--- config.mk ---
export PLATFORM = sky130hd
export DESIGN_NAME = adder_accumulator
export DESIGN_NICKNAME = d
export VERILOG_FILES = /design/src/rtl/adder_accumulator.sv
export SDC_FILE = /design/constraint.sdc
export NUM_CORES = 1
export LEC_CHECK = 0
export BUFFER_PORTS_ARGS = -buffer_cell sky130_fd_sc_hd__buf_2
export CAP_MARGIN = 15
export CORE_ASPECT_RATIO = 1.4
export CORE_MARGIN = 1.5
export CORE_UTILIZATION = 30
export CTS_CLUSTER_SIZE = 28
export DETAILED_ROUTE_END_ITERATION = 10
export PLACE_DENSITY_LB_ADDON = 0.25
export SYNTH_ARGS = -nofsm -noshare
export SYNTH_HDL_FRONTEND = slang
export SYNTH_SLANG_ARGS = --single-unit
--- constraint.sdc ---
create_clock -name clk -period 3.2 [get_ports clk]
set_input_delay 0.16 -clock clk [delete_from_list [all_inputs] [get_ports clk]]
set_output_delay 0.16 -clock clk [all_outputs]
set_load 0.005 [all_outputs]
--- src/rtl/adder_accumulator.sv ---
// Burst accumulator behind the 4-bit ripple-carry adder: sums BURST_LEN {cout,sum} samples
// and presents total, carry count and sticky overflow. Macro ADDER_ACC_SATURATE_EN selects saturating adds.
module adder_accumulator #(
  parameter int unsigned ACC_W     = 8,
  parameter int unsigned BURST_LEN = 4,
  parameter int unsigned CNT_W     = 4
) (
  input  logic             clk,
  input  logic             rst,
  input  logic             in_valid,
  output logic             in_ready,
  input  logic [3:0]       sum,
  input  logic             cout,
  output logic             out_valid,
  input  logic             out_ready,
  output logic [ACC_W-1:0] out_acc,
  output logic [CNT_W-1:0] out_carries,
  output logic             out_ovf
);

  typedef enum logic [1:0] {
    S_IDLE  = 2'd0,
    S_ACCUM = 2'd1,
    S_HOLD  = 2'd2
  } state_t;

  localparam logic [CNT_W-1:0] LP_LAST    = CNT_W'(BURST_LEN);
  localparam logic [ACC_W-1:0] LP_ACC_MAX = '1;

  state_t             r_state;
  state_t             w_state_nxt;

  logic [ACC_W-1:0]   r_acc;
  logic [CNT_W-1:0]   r_n;
  logic [CNT_W-1:0]   r_carries;
  logic               r_ovf;
  logic [ACC_W-1:0]   r_out_acc;
  logic [CNT_W-1:0]   r_out_carries;
  logic               r_out_ovf;

  logic               w_accept;
  logic               w_last;
  logic [ACC_W-1:0]   w_sample;
  logic [ACC_W-1:0]   w_base_acc;
  logic [CNT_W-1:0]   w_base_n;
  logic [CNT_W-1:0]   w_base_car;
  logic               w_base_ovf;
  logic [ACC_W:0]     w_sum_ext;
  logic               w_add_ovf;
  logic [ACC_W-1:0]   w_acc_nxt;
  logic [CNT_W-1:0]   w_n_nxt;
  logic [CNT_W-1:0]   w_car_nxt;
  logic               w_ovf_nxt;

  // Next accumulator values; IDLE starts a fresh burst from zero
  always_comb begin
    w_accept   = in_valid && in_ready;
    w_sample   = ACC_W'({cout, sum});
    w_base_acc = (r_state == S_IDLE) ? '0   : r_acc;
    w_base_n   = (r_state == S_IDLE) ? '0   : r_n;
    w_base_car = (r_state == S_IDLE) ? '0   : r_carries;
    w_base_ovf = (r_state == S_IDLE) ? 1'b0 : r_ovf;
    w_sum_ext  = {1'b0, w_base_acc} + {1'b0, w_sample};
    w_add_ovf  = w_sum_ext[ACC_W];
`ifdef ADDER_ACC_SATURATE_EN
    w_acc_nxt  = w_add_ovf ? LP_ACC_MAX : w_sum_ext[ACC_W-1:0];
`else
    w_acc_nxt  = w_sum_ext[ACC_W-1:0];
`endif
    w_n_nxt    = w_base_n + CNT_W'(1);
    w_car_nxt  = w_base_car + CNT_W'(cout);
    w_ovf_nxt  = w_base_ovf | w_add_ovf;
    w_last     = w_accept && (w_n_nxt == LP_LAST);
  end

  always_ff @(posedge clk) begin
    if (rst) r_state <= S_IDLE;
    else     r_state <= w_state_nxt;
  end

  // BURST_LEN==1 falls out naturally: the first accept already hits LP_LAST
  always_comb begin
    w_state_nxt = r_state;
    case (r_state)
      S_IDLE, S_ACCUM: begin
        if (w_last)        w_state_nxt = S_HOLD;
        else if (w_accept) w_state_nxt = S_ACCUM;
      end
      S_HOLD: begin
        if (out_ready) w_state_nxt = S_IDLE;
      end
      default: w_state_nxt = S_IDLE;
    endcase
  end

  always_comb begin
    in_ready  = (r_state != S_HOLD) && !rst;
    out_valid = (r_state == S_HOLD);
  end

  // Partial sums advance on accept; result registers load only on entry to HOLD
  always_ff @(posedge clk) begin
    if (rst) begin
      r_acc         <= '0;
      r_n           <= '0;
      r_carries     <= '0;
      r_ovf         <= 1'b0;
      r_out_acc     <= '0;
      r_out_carries <= '0;
      r_out_ovf     <= 1'b0;
    end else begin
      if (w_accept) begin
        r_acc     <= w_acc_nxt;
        r_n       <= w_n_nxt;
        r_carries <= w_car_nxt;
        r_ovf     <= w_ovf_nxt;
      end
      if (w_last) begin
        r_out_acc     <= w_acc_nxt;
        r_out_carries <= w_car_nxt;
        r_out_ovf     <= w_ovf_nxt;
      end
    end
  end

  assign out_acc     = r_out_acc;
  assign out_carries = r_out_carries;
  assign out_ovf     = r_out_ovf;

endmodule

==> results of run 1 <==
cell type report:
cell class	count	share of cell area, %
well taps	66	4.394
clock inverters	3	2.264
multi-input cells	141	46.47
inverters	7	1.398
repair buffers	27	7.723
clock buffers	5	3.662
flip-flops and latches	32	34.09
synthesized netlist by cell type, drive strengths merged (4+ instances only):
cell type  count  area share, %
nand2         25            5.9
o21ai         10            3.1
inv            7            1.6
mux2i          9            5.6
and2          10            3.9
nor3           4            1.3
xor2           4            2.2
buf            4            2.1
clkbuf         6            1.4
a21oi          9            2.8
nand3         12            3.8
nor2          21            4.9
dfxtp         32             40
ha             8            6.3
per-stage QoR:
step / hold slack (ps) / total power (µW) / cells / area (µm²)
after CTS: 161.2 / 896.8 / 281 / 1879
after global routing: 211.4 / 928.1 / 281 / 1879
after detailed placement: 442.3 / 500.7 / 273 / 1768
after global placement: 439.2 / 500.0 / 273 / 1768
after floorplan: 323.9 / 475.5 / 190 / 1597
final: 169.1 / 884.9 / 281 / 1879
sequential cells by signal, summed over array words and instances, names as in the netlist:
signal       cells
out_acc          8
r_state          2
r_ovf            1
r_n              4
r_acc            8
out_carries      4
out_ovf          1
r_carries        4
report_power, final:
part           switching, µW  leakage (µW)  internal, µW
combinational           47.0      0.000491          29.4
clock                    165     0.0000541           230
sequential              5.19      0.000260           408
total                    217      0.000805           668
how the worst max path moves through the flow:
stage                          start        to  slack [ps]  depth (start not counted)
final                     r_state[1]   out_ovf         780                         10
after global routing      r_state[1]   out_ovf         550                         10
after CTS                 r_state[1]   out_ovf         760                         10
after detailed placement  r_state[1]   out_ovf         790                         10
after global placement    r_state[1]  r_acc[7]         820                          9
after floorplan           r_state[1]   out_ovf         620                         11
worst reg2reg max path, cell delays in order, from the launching register on:
cell and delay [ps]:
dfxtp_1 400, or2_0 160, and2_1 140, ha_1 170, inv_1 60, fa_1 400, nor2b_1 160, o31a_1 180
nor3_1 70, or4b_1 500, a21oi_1 130
metal layers:
metal,up-vias,wire length [µm],part of all wire [%]
li1,703,-,-
met1,592,1618,46
met2,23,1726,49
met3,5,113,3.2
met4,0,71,2.0
met5,-,0,0
cells by family after synthesis:
family / Yosys count / share of synthesized area [%]
compound gates: 35 / 14.11
xor+xnor: 6 / 3.292
fa+ha+maj: 9 / 7.524
buf+inv: 17 / 5.172
flops: 32 / 40.13
mux: 9 / 5.643
simple gates: 82 / 24.14
==> flow_metrics.tcl, run 1 <==
set metrics [dict create \
    grt_pass1_wl_mm 6.092 \
    gr-usage-met2_pct 24.43 \
    clk_path_buf_depth 2 \
    hold_class "primary input to flop" \
    synth_warnings 0 \
    cp_slowest_stage_delay_ps 490 \
    grt_use_met3_pct 2.645 \
    core-area_mm2 0.005159 \
    port_buffers 23 \
    cts_setup_buffers 0 \
    ctsHoldBuffers 0 \
    grtUsageMet1_pct 16.54 \
    ys_types 39 \
    top_usage_layer "met2" \
    hold_end "r_state[0]" \
    grt_pass1_vias 1294 \
    startpoint_type "flop" \
    final_util_pct 36.43 \
    ios 24 \
    ys_ff_latch 32 \
    rsz0062_at_grt "false" \
    grt_overflow 0 \
    power.density_mw_per_mm2 470.8 \
    cts_buffers 5 \
    worstMarginPinSlew_ps 701.7 \
    cts.clk_slew.worst_paths_ps 70 \
    grt_antenna_before_repair 0 \
    area_delta_synth_final_pct 17.71 \
    crit_type "flop to flop" \
    syn_area_mm2 0.001597 \
    r2r_cells 10 \
    post_cts_resized 0 \
    vias_per_cell 4.708 \
    final_layout_size_suffix_gt1_share_pct 17.67 \
    min_period_over_period_pct 75.77 \
    synth_area_per_cell_um2 8.403 \
    start_util_pct 30.95 \
    final_common_cell "dfxtp_1" \
    firstDrtPassIters 6 \
    async_reset_ff_share_pct 0 \
    syn_nets 208 \
    nets 232 \
    fin_ws_ps 775.4 \
    worstPathRequired_ps 3420 \
    crit_path_top_delay_cell "or4b_1" \
    die_area_mm2 0.005775 \
    hold_depth 3 \
    gp_congestion 0.8479 \
    cts_max_level 2 \
    ant_nets 0 \
    r2r-start "r_state[1]" \
    path_cells "or2_0 > and2_1 > ha_1 > inv_1 > fa_1 > nor2b_1 > o31a_1 > nor3_1 > or4b_1 > a21oi_1" \
    die_height_um 89.32 \
    cap_violations 0 \
    outcome "finished clean" \
    critPathTopFamily "simple AND/OR/NAND/NOR gates" \
    arrival_ps 2640 \
    grt_usage_pct 13.78 \
    cp-end-kind "flop" \
    dp_slack_ps 789.0 \
    mostFrequentLayoutCells "32 x dfxtp_1, 25 x nand2_1, 23 x buf_2, 21 x nor2_1, 12 x nand3_1" \
    ys.flop_type "dfxtp_1" \
    seq_area_um2 640.6 \
    drt_iter0_markers 41 \
    routedWlPerCell_um 12.56 \
    root_buffer "clkbuf_8" \
    netlist_instances 190 \
    cts_tree "yes" \
    setup_violations 0 \
    wl_mm 3.530 \
    fin_crit_ps 2425 \
    grt_start_max_net_pins 21 \
    finalMaxSlewViolations 0 \
    drc 0 \
    setup_tns_ps 0 \
    nFillCells 554 \
    diodes 0 \
    fp-row-count 31 \
    hpwl_mm 2.489 \
    maxSlewHeadroom_pct 53.09 \
    die_w_um 64.66 \
    clock_sinks 32 \
    vias 1323 \
    p_leak_uw 0.0008046 \
    r2r_setup_slack_ps 780 \
    seq_area_frac_synth_pct 40.13 \
    hold_viol_final 0 \
    ir_drop_v 0.0002135 \
    clkLatencyLatePin_ps 290 \
    path_buf_inv 1 \
    cp_max_fo 5 \
    r2r_end "out_ovf" \
    hp-start "in_valid" \
    fin_skew_ps 4.034 \
    synth_edf_count 0 \
    multi_input_area_um2 873.3 \
    fmax_ghz 0.4124 \
]
No activity file was read; power rests on OpenSTA's default activity.
==> run 2: changes to the inputs <==
--- a/config.mk
+++ b/config.mk
@@ -5,6 +5,7 @@
 export SDC_FILE = /design/constraint.sdc
 export NUM_CORES = 1
 export LEC_CHECK = 0
+export ABC_AREA = 1
 export BUFFER_PORTS_ARGS = -buffer_cell sky130_fd_sc_hd__buf_2
 export CAP_MARGIN = 15
 export CORE_ASPECT_RATIO = 1.4
==> constraint.sdc (replaced) <==
create_clock -name clk -period 2.1 [get_ports clk]
set_input_delay 0.105 -clock clk [delete_from_list [all_inputs] [get_ports clk]]
set_output_delay 0.105 -clock clk [all_outputs]
set_load 0.005 [all_outputs]
==> run 2 against run 1 <==
  * Power is 35% higher
  * Die area rose by 6.5%
  * Synthesized cell count is 28% higher
  * Combinational power up 61%
  * Worst setup slack got worse by 570 ps
  * Clock-buffer cell count increased by 1
  * Synthesized area increased by 6.8%
==> flow_metrics.tcl, run 2 <==
set metrics [dict create \
    hpwl_mm 3.152 \
    crit_path_top_delay_cell "dfxtp_2" \
    p_total_uw 1193 \
    mostFrequentLayoutCells "45 x nand2_1, 35 x nor2_1, 32 x inv_1, 30 x dfxtp_1, 23 x buf_2" \
    placed_cells 334 \
    core-area_mm2 0.005485 \
    internal_power_uw 891.6 \
    synth_warnings 0 \
    drt_iter0_markers 52 \
    routedWlPerCell_um 11.84 \
    grt_antenna_before_repair 0 \
    cap_violations 0 \
    synth_top_area_share_pct 37.56 \
    arrival_ps 2110 \
    setup_tns_ps 0 \
    clk_path_buf_depth 2 \
    cp_max_fo 11 \
    maxSlewHeadroom_pct 77.22 \
    crit_cells 11 \
    worstMarginPinSlew_ps 339.3 \
    r2r_cells 11 \
    nFillCells 602 \
    worstPathRequired_ps 2320 \
    ctsHoldBuffers 0 \
    critPathCapture "out_acc[2]" \
    async_reset_ff_share_pct 0 \
    seqPwrFrac_pct 52.9 \
    seq_area_um2 643.1 \
    grt_start_max_net_pins 21 \
    cp-end-kind "flop" \
    die_height_um 92.21 \
    r2r_setup_slack_ps 210 \
    diodes 0 \
    crit_type "flop to flop" \
    rsz0062_at_grt "false" \
    hold_class "primary input to flop" \
    synth_commonest_cells "45 x nand2_1, 35 x nor2_1, 33 x inv_1" \
    yosysTopAreaCell "dfxtp_1" \
    drc 0 \
    die_area_mm2 0.006152 \
    finalMaxSlewViolations 0 \
    synth_area_leaders "dfxtp_1 38%, nand2_1 9.9%, nor2_1 7.7%" \
    fin_skew_ps 6.852 \
    cts_tree "yes" \
    firstDrtPassIters 4 \
    fp-row-count 32 \
    netlist_instances 244 \
    nets 291 \
    startpoint "r_state[0]" \
    die_w_um 66.72 \
    wl_mm 4.038 \
    netSwitchingPower_uw 301.8 \
    hold_slack_ps 111.7 \
    fin_crit_ps 1895 \
    vias_per_cell 4.680 \
    outcome "finished clean" \
    port_buffers 23 \
    critPathTopFamily "simple AND/OR/NAND/NOR gates" \
    min_period_over_period_pct 90.24 \
    gp_congestion 0.7939 \
    ir_drop_v 0.0002301 \
    ys_types 27 \
    clock_sinks 32 \
    root_buffer "clkbuf_8" \
    cts_buffers 5 \
    final_layout_size_suffix_gt1_share_pct 21.61 \
    final_common_cell "nand2_1" \
    grt_overflow 0 \
    cp_slowest_stage_delay_ps 380 \
    placed_area_mm2 0.001916 \
    startpoint_type "flop" \
    grt_pass1_wl_mm 6.955 \
    path_buf_inv 3 \
    synth_area_per_cell_um2 6.989 \
    pwr-share-clk_pct 36.9 \
    clkLatencyLatePin_ps 280 \
    start_util_pct 31.09 \
    setup_violations 0 \
    fin_area_mm2 0.002006 \
    ios 24 \
    grt_usage_pct 14.79 \
    fmax_ghz 0.5277 \
    r2r-start "r_state[0]" \
    grt_pass1_vias 1555 \
    r2r_end "out_acc[2]" \
    syn_nets 262 \
    syn_area_mm2 0.001705 \
    area_delta_synth_final_pct 17.61 \
    p_leak_uw 0.0009228 \
    p_comb_share_pct 10.3 \
    ant_nets 0 \
    vias 1596 \
    synth_edf_count 0 \
    ys.flop_type "dfxtp_1" \
    cts.clk_slew.worst_paths_ps 70 \
    cts_setup_buffers 0 \
    synth_most_common_cell "nand2_1" \
    path_cells "nor2_4 > buf_4 > nor2_1 > ha_1 > nand2_2 > nor2_4 > inv_2 > nor2_4 > buf_4 > nor2_1 > nor2_1" \
    cts_max_level 2 \
    hold_viol_final 0 \
    switching_share_pct 25.29 \
    post_cts_resized 0 \
    seq_area_frac_synth_pct 37.56 \
    power.density_mw_per_mm2 595.0 \
    ys_ff_latch 32 \
    multi_input_area_um2 893.4 \
    instances_no_fill 341 \
]
## run 2: cell types whose count changed after synthesis, sizes merged, moves of 8 or more
cell   before  now
o21ai      10   19
nor2       21   39
inv         7   35
and2       10    0
mux2i       9    0
nand2      25   50
nand3      12   20
a21oi       9   17
## run 2: worst min path at each step
stage                   start      endpoint  slack [ps]  depth (start not counted)
floorplan                 rst  r_carries[3]         210                          1
global placement    out_ready    r_state[1]         420                          3
detailed placement  out_ready    r_state[1]         420                          3
CTS                 out_ready    r_state[1]         120                          3
global route        out_ready    r_state[1]         120                          3
finish              out_ready    r_state[1]         110                          3
## run 2: tightest hold or removal path: stages
cell     delay, ps
buf_2           70
or2_2          120
a21oi_2         50
## run 2: cell type report
type	instances	share of cell area, %
clock buffers	6	3.618
clock inverters	1	0.2495
inverters	35	6.550
multi-input cells	168	44.54
flip-flops and latches	32	32.06
well taps	68	4.242
repair buffers	31	8.734
## run 2: logic make-up after synthesis
family / synth area share (%)
compound gates: 13.35
fa+ha+maj: 7.044
flops: 37.56
buf+inv: 10.64
xor+xnor: 1.541
simple gates: 29.86
## run 2: power by group through the flow
stage / clock, µW / sequential, µW / combinational, µW
after floorplan: 0 / 642 / 82.5
after global placement: 0 / 644 / 121
after detailed placement: 0 / 644 / 122
after CTS: 464 / 630 / 123
after global routing: 489 / 632 / 140
final: 440 / 631 / 123
## run 2: stage by stage
step	worst slack, ps	util (%)
after floorplan	146.9	-
after global placement	123.0	34.92
after detailed placement	123.3	34.92
after CTS	94.28	36.34
after global routing	26.38	36.56
final	205.1	36.56
## run 2: routing by layer
metal	wire length (µm)	vias up	track usage [%]
met5	0	-	0
met4	85	0	6.463
met3	91	6	2.577
met2	2110	28	25.83
met1	1751	729	17.17
li1	-	833	-
==> run 3: changes to the inputs <==
--- a/config.mk
+++ b/config.mk
@@ -10,7 +10,7 @@
 export CAP_MARGIN = 15
 export CORE_ASPECT_RATIO = 1.4
 export CORE_MARGIN = 1.5
-export CORE_UTILIZATION = 30
+export CORE_UTILIZATION = 40
 export CTS_CLUSTER_SIZE = 28
 export DETAILED_ROUTE_END_ITERATION = 10
 export PLACE_DENSITY_LB_ADDON = 0.25
==> run 3 against run 2 <==
  * Largest power group unchanged
  * First-iteration DRC count up 13%
  * Die area down 24%
  * Clock power up 16%
  * The flow now finishes with violations (DRC)
  * Sequential share of layout area up 0.41 points
  * Critical path type unchanged
==> flow_metrics.tcl, run 3 (same netlist as run 2, synthesis figures left out) <==
set metrics [dict create \
    cp-end-kind "flop" \
    fin_ws_ps 186.1 \
    seqPwrFrac_pct 50.1 \
    area_delta_synth_final_pct 16.58 \
    grt_overflow 0 \
    fmax_ghz 0.5225 \
    p_total_uw 1258 \
    vias 1604 \
    crit_path_top_delay_cell "dfxtp_4" \
    power.density_mw_per_mm2 632.9 \
    ir_drop_v 0.0003560 \
    wl_mm 3.864 \
    finalMaxSlewViolations 0 \
    cp_max_fo 10 \
    fp-row-count 27 \
    cts_tree "yes" \
    violations "DRC" \
    grt_antenna_before_repair 0 \
    setup_violations 0 \
    cp_slowest_stage_delay_ps 370 \
    clock_sinks 32 \
    port_buffers 23 \
    core-area_mm2 0.004020 \
    p_comb_share_pct 9.4 \
    clk_path_buf_depth 2 \
    cap_violations 0 \
    drc 2 \
    final_util_pct 49.46 \
    die_area_mm2 0.004670 \
    ant_nets 0 \
    path_buf_inv 2 \
    path_cells "nor2_4 > buf_4 > nor2_1 > ha_1 > nand2_2 > nor2_4 > nand3_1 > buf_4 > a21oi_1 > nor2_1" \
    start_util_pct 42.42 \
    grt_use_met3_pct 4.026 \
    nets 289 \
    die_w_um 58.19 \
    final_layout_size_suffix_gt1_share_pct 21.77 \
    mostFrequentLayoutCells "44 x nand2_1, 35 x nor2_1, 33 x inv_1, 30 x dfxtp_1, 23 x buf_2" \
    gr-usage-met2_pct 32.73 \
    maxSlewHeadroom_pct 65.76 \
    cts.clk_slew.worst_paths_ps 60 \
    grt_pass1_vias 1507 \
    crit_type "flop to flop" \
    root_buffer "clkbuf_8" \
    hpwl_mm 2.795 \
    routedWlPerCell_um 12.31 \
    dp_slack_ps 70.92 \
    final_common_cell "nand2_1" \
    vias_per_cell 5.108 \
    switching_share_pct 24.09 \
    grt_usage_pct 19.20 \
    internal_power_uw 955.1 \
    fin_crit_ps 1914 \
    grtUsageMet1_pct 23.10 \
    worstPathRequired_ps 2270 \
    outcome "complete, but fails checks" \
    drt_iter0_markers 59 \
    clkLatencyLatePin_ps 280 \
    diodes 0 \
    ctsHoldBuffers 0 \
    startpoint_type "flop" \
    gp_congestion 0.8678 \
    cts_buffers 5 \
    grt_pass1_wl_mm 6.796 \
    critPathTopFamily "simple AND/OR/NAND/NOR gates" \
    top_usage_layer "met2" \
    grt_start_max_net_pins 21 \
    p_leak_uw 0.0009330 \
    arrival_ps 2090 \
    fin_skew_ps 1.660 \
    min_period_over_period_pct 91.14 \
    worstMarginPinSlew_ps 513.1 \
    ios 24 \
    cts_max_level 2 \
    pwr-share-clk_pct 40.5 \
    firstDrtPassIters 7 \
    netSwitchingPower_uw 303.2 \
    hold_class "primary input to flop" \
    hold_viol_final 0 \
    die_height_um 80.26 \
]
==> run 3: power groups by stage <==
stage	clock network [µW]	registers [µW]	logic, µW
3_3_place_gp	0	643	116
6_report	510	631	118
2_1_floorplan	0	642	82.5
3_5_place_dp	0	644	116
5_1_grt	543	632	137
4_1_cts	522	630	116
==> run 3: routing by layer <==
metal	share of wire (%)	wire length [µm]
met1	44	1695
met2	49	1895
met3	5.2	202
met4	1.8	71
met5	0	0
==> run 3: worst paths after layout <==
path             endpoint  slack (ps)    startpoint  cells after the start
max reg2reg    out_acc[4]         190    r_state[0]                     10
min reg2reg  r_carries[0]         460  r_carries[0]                      2
min            r_state[1]         110     out_ready                      3
max            out_acc[4]         190    r_state[0]                     10
==> run 3: cell type report <==
class                   count  area [µm²]
inverters                  35       131.4
repair buffers             29       160.2
multi-input cells         168       900.9
well taps                  43       53.80
flip-flops and latches     32       645.6
fillers                   411        2032
clock buffers               7       96.34
==> run 3: repair_timing <==
item | in CTS | in global routing
setup buffers | 0 | 1
resized for setup | 0 | 8
setup endpoints to repair | 0 | 15
==> run 3: through the flow <==
step	hold WS, ps	area (µm²)	std cells	TNS (ps)
global route	106.9	1988	314	-21.35
finish	107.2	1988	314	0
global placement	416.2	1862	306	0
detailed placement	414.7	1862	306	0
CTS	114.5	1958	313	0
floorplan	208.3	1705	244	0
==> run 3: worst min-delay path, stage by stage <==
cell and delay (ps):
buf_2 90, or2_2 110, a21oi_2 50
